### config.mk
export PLATFORM = sky130hd
export DESIGN_NAME = hls_stage_sequencer
export DESIGN_NICKNAME = d
export VERILOG_FILES = /design/src/rtl/hls_stage_sequencer.sv
export SDC_FILE = /design/constraint.sdc
export NUM_CORES = 1
export LEC_CHECK = 0
export CAP_MARGIN = 10
export CORE_AREA = 2 2 156 158
export CTS_CLUSTER_DIAMETER = 120
export DETAILED_ROUTE_END_ITERATION = 7
export DIE_AREA = 0 0 158 160
export GPL_ROUTABILITY_DRIVEN = 0
export GPL_TIMING_DRIVEN = 0
export HOLD_SLACK_MARGIN = 0.1
export MAX_ROUTING_LAYER = met4
export SLEW_MARGIN = 20
export SYNTH_ARGS = -nofsm -noshare
export SYNTH_HDL_FRONTEND = slang
export SYNTH_SLANG_ARGS = --single-unit
### constraint.sdc
create_clock -name ap_clk -period 5.9 [get_ports ap_clk]
set_clock_uncertainty 0.2 [all_clocks]
set_input_delay 1.18 -clock ap_clk [delete_from_list [all_inputs] [get_ports ap_clk]]
set_output_delay 1.18 -clock ap_clk [all_outputs]
set_load 0.02 [all_outputs]
### src/rtl/hls_stage_sequencer.sv
// rtl/hls_stage_sequencer.sv - ap_ctrl_hs controller running enabled loop stages in order
// Records per-stage and total run latency with saturating counters.
module hls_stage_sequencer #(
  parameter int NUM_STAGES = 2,
  parameter int CNT_W      = 32
) (
  input  logic                        ap_clk,
  input  logic                        ap_rst,
  input  logic                        ap_start,
  input  logic [NUM_STAGES-1:0]       stage_en,
  output logic                        ap_done,
  output logic                        ap_ready,
  output logic                        ap_idle,
  output logic [NUM_STAGES-1:0]       stg_start,
  input  logic [NUM_STAGES-1:0]       stg_ready,
  input  logic [NUM_STAGES-1:0]       stg_done,
  output logic [CNT_W-1:0]            last_lat,
  output logic [NUM_STAGES*CNT_W-1:0] stg_lat
);

  localparam int IW = (NUM_STAGES > 1) ? $clog2(NUM_STAGES) : 1;

  typedef enum logic [1:0] {IDLE, LAUNCH, WAIT, DONE} state_t;

  state_t                  state;
  logic [IW-1:0]           idx;
  logic [NUM_STAGES-1:0]   en_q;
  logic [CNT_W-1:0]        run_cnt;
  logic [CNT_W-1:0]        lat_q [NUM_STAGES];
  logic                    first_found;
  logic                    next_found;
  logic [IW-1:0]           first_idx;
  logic [IW-1:0]           next_idx;

  function automatic logic [CNT_W-1:0] sat_inc(input logic [CNT_W-1:0] v);
    return (&v) ? v : v + CNT_W'(1);
  endfunction

  function automatic logic [NUM_STAGES-1:0] onehot(input logic [IW-1:0] i);
    logic [NUM_STAGES-1:0] r;
    r    = '0;
    r[i] = 1'b1;
    return r;
  endfunction

  // first_* scans the live mask for acceptance; next_* scans the latched mask above idx
  always_comb begin
    first_found = 1'b0;
    first_idx   = '0;
    next_found  = 1'b0;
    next_idx    = '0;
    for (int i = 0; i < NUM_STAGES; i++) begin
      if (!first_found && stage_en[i]) begin
        first_found = 1'b1;
        first_idx   = IW'(i);
      end
      if (!next_found && en_q[i] && (i > int'(idx))) begin
        next_found = 1'b1;
        next_idx   = IW'(i);
      end
    end
  end

  always_ff @(posedge ap_clk) begin
    if (ap_rst) begin
      state     <= IDLE;
      ap_idle   <= 1'b1;
      ap_done   <= 1'b0;
      ap_ready  <= 1'b0;
      stg_start <= '0;
      idx       <= '0;
      en_q      <= '0;
      run_cnt   <= '0;
      last_lat  <= '0;
      for (int i = 0; i < NUM_STAGES; i++) lat_q[i] <= '0;
    end else begin
      ap_done  <= 1'b0;
      ap_ready <= 1'b0;
      case (state)
        IDLE: begin
          if (ap_start) begin
            en_q    <= stage_en;
            run_cnt <= '0;
            ap_idle <= 1'b0;
            for (int i = 0; i < NUM_STAGES; i++) lat_q[i] <= '0;
            if (first_found) begin
              idx       <= first_idx;
              stg_start <= onehot(first_idx);
              state     <= LAUNCH;
            end else begin
              ap_done  <= 1'b1;
              ap_ready <= 1'b1;
              state    <= DONE;
            end
          end
        end
        LAUNCH, WAIT: begin
          run_cnt    <= sat_inc(run_cnt);
          lat_q[idx] <= sat_inc(lat_q[idx]);
          if (stg_done[idx]) begin
            if (next_found) begin
              idx       <= next_idx;
              stg_start <= onehot(next_idx);
              state     <= LAUNCH;
            end else begin
              stg_start <= '0;
              ap_done   <= 1'b1;
              ap_ready  <= 1'b1;
              state     <= DONE;
            end
          end else if (state == LAUNCH && stg_ready[idx]) begin
            stg_start <= '0;
            state     <= WAIT;
          end
        end
        DONE: begin
          // +1 accounts for the DONE cycle itself
          last_lat <= sat_inc(run_cnt);
          ap_idle  <= 1'b1;
          state    <= IDLE;
        end
        default: state <= IDLE;
      endcase
    end
  end

  always_comb begin
    stg_lat = '0;
    for (int i = 0; i < NUM_STAGES; i++) stg_lat[i*CNT_W +: CNT_W] = lat_q[i];
  end

endmodule

# --- Yosys cells after proc, flatten, opt, wreduce, memory -nomap -nowiden ---
# Memories as Yosys holds them, arrays and structs flattened. A register that Yosys moved wholly into a read port is not among the register bits.
# Cells that the tools add are included.
totals:
  reg_bits: 73
  out_inout_bits: 101
  memories: 1
  input_bits: 9
  rom_bits: 0
  latch_bits: 0
  elab_cells: 102
  ram_bits: 64
memory_table:
  columns: ["name", "depth", "width", "read_ports", "rd_ports_with_merged_regs", "write_ports", "line", "rtl"]
  rows:
  - ["lat_q", 2, 32, 3, 1, 2, "29", "logic [CNT_W-1:0] lat_q [NUM_STAGES];"]
classes:
  shift: 0
  n_div: 0
  n_addsub: 2
  n_reduce_logical: 19
  magnitude_cmp: 6
  multipliers: 0
  n_eq_ne: 8
  n_mux: 56
  bitwise_logic: 2
op_table:
  columns: ["op", "n"]
  rows:
  - ["$mux 32", 6]
  - ["$add 32x1->32 const B", 2]
  - ["$pmux 32 s2", 1]
  - ["$reduce_and 32->1", 2]
  - ["$mux 1", 32]
  - ["$reduce_or 32->1", 1]
  - ["$mux 2", 10]
  - ["$ne 2x2->1 const B", 4]
  - ["$reduce_and 2->1", 4]
  - ["$lt 1x2->1 const B", 3]
  - ["$pmux 1 s2", 3]
  - ["$pmux 2 s3", 1]
  - ["$logic_and 1x1->1", 5]
  - ["$reduce_and 5->1", 1]
  - ["$eq 2x2->1 const B", 2]
  - ["$pmux 2 s2", 1]
  - ["$reduce_and 4->1", 1]
  - ["$reduce_bool 2->1", 2]
  - ["$ne 3x3->1 const B", 1]
  - ["$demux 1 s1", 2]
  - ["$eq 2x1->1 const B", 1]
  - ["$ge 1x1->1 const B", 2]
  - ["$logic_not 2->1", 1]
  - ["$or 1x1->1", 2]
  - ["3 further kinds", 3]

# --- Logic depth before layout (Yosys ltp) ---
logic_depth:
  ltp_word: 11
  depth_mapped: 13
  mapped_depth_nobuf: 7

# --- Least setup slack after synthesis ---
# Ideal clock, no wire load.
synth_timing:
  path_kind: "register to register"
  startpoint: "reg (tool-made name)"
  endpoint: "mem lat_q[0][20], data pin"
  path_buffers: 6
  period_less_slack_ps: 3788
  setup_slack_ps: 2112
  stages_incl_launch_ff: 14
  arrival_time_ps: 3319
  setup_ps: 269
  required_time_ps: 5431
  cell_sequence: "dfxtp_1 clkbuf_2 buf_4 buf_2 buf_4 clkbuf_1 mux2_2 ha_1 nand4b_1 a222oi_1 nand2_1 clkbuf_1 nor3_1 mux2i_1"
synth_lines:
  columns: ["item", "line"]
  rows:
  - ["to (decl)", "29"]

==> results.toml <==
[routing]
drtIter0Drc = 722
drtAntennaViolNets = 0
via_count = 8238
wire_per_inst_um = 20.33
per_cell_via_count_in_the_routed_design = 5.931
drt-total-wl_mm = 28.23
post-route-drc-count = 0
drt_pass1_iterations = 7

[placed_design]
placedCellCount = 1357
dpl.hpwl_mm = 20.16
buffer_ports.inserted = 109
postPlaceCellArea_mm2 = 0.009708

[clocking]
cts_buffer_count = 17
numClockSinks = 137
tritoncts = "done"
cts-hold-fix-buffers = 0
root_buffer = "sky130_fd_sc_hd__clkbuf_16"
post-cts-setup-buffer-count = 0
clock_tree.buffer_depth = 2
post_cts.resized_instances = 0
clk_latency_ns = 0.43
clk_pin_slew_ns = 0.06
cts_max_level = 4

[global_route]
grt_overflow_total = 0
grt_start_max_net_pins = 22
number_of_global_route_vias_before_repair = 7607
antenna_found_initial = 0
grt_pass1_wl_mm = 42.95
groute.usage.overall = 0.2246

[logic_synthesis]
netlist_area_mm2 = 0.008154
postSynthCellCount = 921
postSynthRegisterBits = 137
synth_flop_cell = "sky130_fd_sc_hd__dfxtp_1"
synth_area_per_cell_um2 = 8.853
synth_cell_type_count = 61
synth.net_count = 936
synth_edf_count = 64
yosysWarnings = 0
sequential_element_share_of_the_synthesized_area = 0.4149
ys_async_sr_fraction = 0

[layout]
drive_gt1_frac = 0.07981
num_antenna_cells = 0
design.final.nets = 1067
syn2layout_area_growth_pct = 26.32
layout.core_utilization = 0.4324
final_cell_count_no_fill = 1389
layout.cell_area.non_filler_mm2 = 0.01030

[sta]
max_slew.worst_pin.slew_ns = 0.9522
timing.max_slew.rel_slack = 0.3488
final_worst_path_period_share = 0.8517
report.final.setup_viol = 0
final-max-slew-violation-count = 0
setup_total_negative_slack_ns = 0
fin_crit_ns = 5.025
finalHoldViolations = 0
max_clock_freq_mhz = 199.0
grt_setup_unrepaired = "no"

[job]
timing.max_cap.violations = 0

[floorplan]
die_h_um = 160
die-width_um = 158
floorplan.initialDensity = 0.3423
core-area_mm2 = 0.02382
die_area_mm2 = 0.02528
rows = 57
io-pin-count = 110

[setup_path]
crit_path_max_incr_delay_ns = 0.67
slowest_stage = "sky130_fd_sc_hd__a222oi_1"
critical_path_required_ns = 5.86
critical_path_class = "reg -> reg"
cp-end-kind = "register"
start_kind = "register"
rrSetupSlack_ns = 0.87
worstPathMaxFanout = 10
critical_path.cell_chain = "clkbuf_2 > buf_4 > buf_2 > buf_4 > clkbuf_1 > mux2_2 > ha_1 > nand4b_1 > a222oi_1 > buf_2 > nand2_1 > clkbuf_1 > nor3_1 > mux2i_1"
worst-endpoint-arrival_ns = 4.99

[outcome]
outcome = "finished clean"

[worst_hold_path]
class_of_the_worst_hold_path = "reg -> reg"

[pwr]
power.ir.vdd_worst_mv = 0.2367
power_per_cell_area_mw_per_mm2 = 432.7
leakagePower_nw = 3.130
## cell usage in the layout, fill, tap and decap left out, types with 26 or more instances in the layout
cell	n
sky130_fd_sc_hd__a21oi_1	37
sky130_fd_sc_hd__a311oi_1	26
sky130_fd_sc_hd__a31oi_1	35
sky130_fd_sc_hd__clkbuf_1	48
sky130_fd_sc_hd__clkdlybuf4s50_1	109
sky130_fd_sc_hd__dfxtp_1	73
sky130_fd_sc_hd__edfxtp_1	64
sky130_fd_sc_hd__mux2i_1	50
sky130_fd_sc_hd__nand2_1	125
sky130_fd_sc_hd__nand3_1	35
sky130_fd_sc_hd__nand4_1	32
sky130_fd_sc_hd__nor2_1	46
sky130_fd_sc_hd__nor3_1	26
sky130_fd_sc_hd__o21ai_0	44
sky130_fd_sc_hd__or3_1	28
## cell usage after synthesis (17+ instances only)
master,instances,area [um2]
sky130_fd_sc_hd__nand2_1,127,476.7
sky130_fd_sc_hd__dfxtp_1,73,1461
sky130_fd_sc_hd__edfxtp_1,64,1922
sky130_fd_sc_hd__mux2i_1,50,500.5
sky130_fd_sc_hd__clkbuf_1,47,176.4
sky130_fd_sc_hd__nor2_1,46,172.7
sky130_fd_sc_hd__o21ai_0,44,220.2
sky130_fd_sc_hd__a21oi_1,37,185.2
sky130_fd_sc_hd__a31oi_1,35,219.0
sky130_fd_sc_hd__nand3_1,35,175.2
sky130_fd_sc_hd__nand4_1,32,200.2
sky130_fd_sc_hd__or3_1,28,175.2
sky130_fd_sc_hd__a311oi_1,26,227.7
sky130_fd_sc_hd__nor3_1,26,130.1
sky130_fd_sc_hd__mux2_2,23,259.0
sky130_fd_sc_hd__inv_1,19,71.32
sky130_fd_sc_hd__o211ai_1,18,135.1
sky130_fd_sc_hd__or4_1,17,127.6
## routing by layer
metal / share of wire / vias to the layer above / track usage
li1: - / 3836 / -
met1: 0.42 / 3935 / 0.2853
met2: 0.49 / 424 / 0.3658
met3: 0.079 / 43 / 0.04043
met4: 0.017 / 0 / 0.06429
met5: 0 / - / -
## cell type report
type                       instances  area (um2)
clock inverter                    11       117.6
fill                            2407       13520
timing repair buffer             112        1144
buffer                            72       302.8
sequential                       137        3383
inverter                          20       75.07
tap                              324       405.4
clock buffer                      21       473.0
multi-input combinational        692        4399
## kinds of logic (layout without fill, tap and decap cells)
family / after synthesis / in the layout / share of synthesized area
AND/OR/NAND/NOR: 388 / 388 / 0.2477
AO/OA/AOI/OAI: 222 / 222 / 0.1855
flip-flops: 137 / 137 / 0.4149
buffers and inverters: 92 / 236 / 0.04634
multiplexers: 73 / 73 / 0.09314
adder cells (fa/ha/maj): 6 / 6 / 0.009206
XOR/XNOR: 3 / 3 / 0.003223
## flip-flops by register name (all words and copies together) (netlist names), named ones only
signal and flops:
lat_q 64, last_lat 32, run_cnt 32, state 2
stg_start 2, ap_idle 1, ap_ready 1, en_q 1
idx 1
## worst max-delay path, delay by kind of cell (launching register included)
kind	cells	cell delay, ns
muxes	2	0.46
adders and majority gates	1	0.20
AOI/OAI and AO/OA	1	0.67
and+or+nand+nor	3	0.73
buffers and inverters	7	2.18
DFF	1	0.31
## where the power goes
group / switching, mW / internal (mW) / total, mW
Combinational: 1.12 / 0.720 / 1.84
Clock: 0.440 / 0.659 / 1.10
Sequential: 0.243 / 1.27 / 1.52
## per-stage QoR
step	worst slack [ns]	power (mW)	hold slack, ns
6_report	0.8749	4.457	0.2614
3_5_place_dp	1.043	3.357	0.2508
5_1_grt	0.7049	4.656	0.2920
4_1_cts	0.9888	4.448	0.2591
3_3_place_gp	0.6879	3.320	0.2462
2_1_floorplan	2.112	2.518	0.2462
## final timing paths
check | startpoint | cells past startpoint | endpoint
max | register | 14 | lat_q[1][20]
min | stg_start[1] | 2 | stg_start[1]
max reg2reg | register | 14 | lat_q[1][20]
min reg2reg | stg_start[1] | 2 | stg_start[1]
No activity file was read; power rests on OpenSTA's default activity.
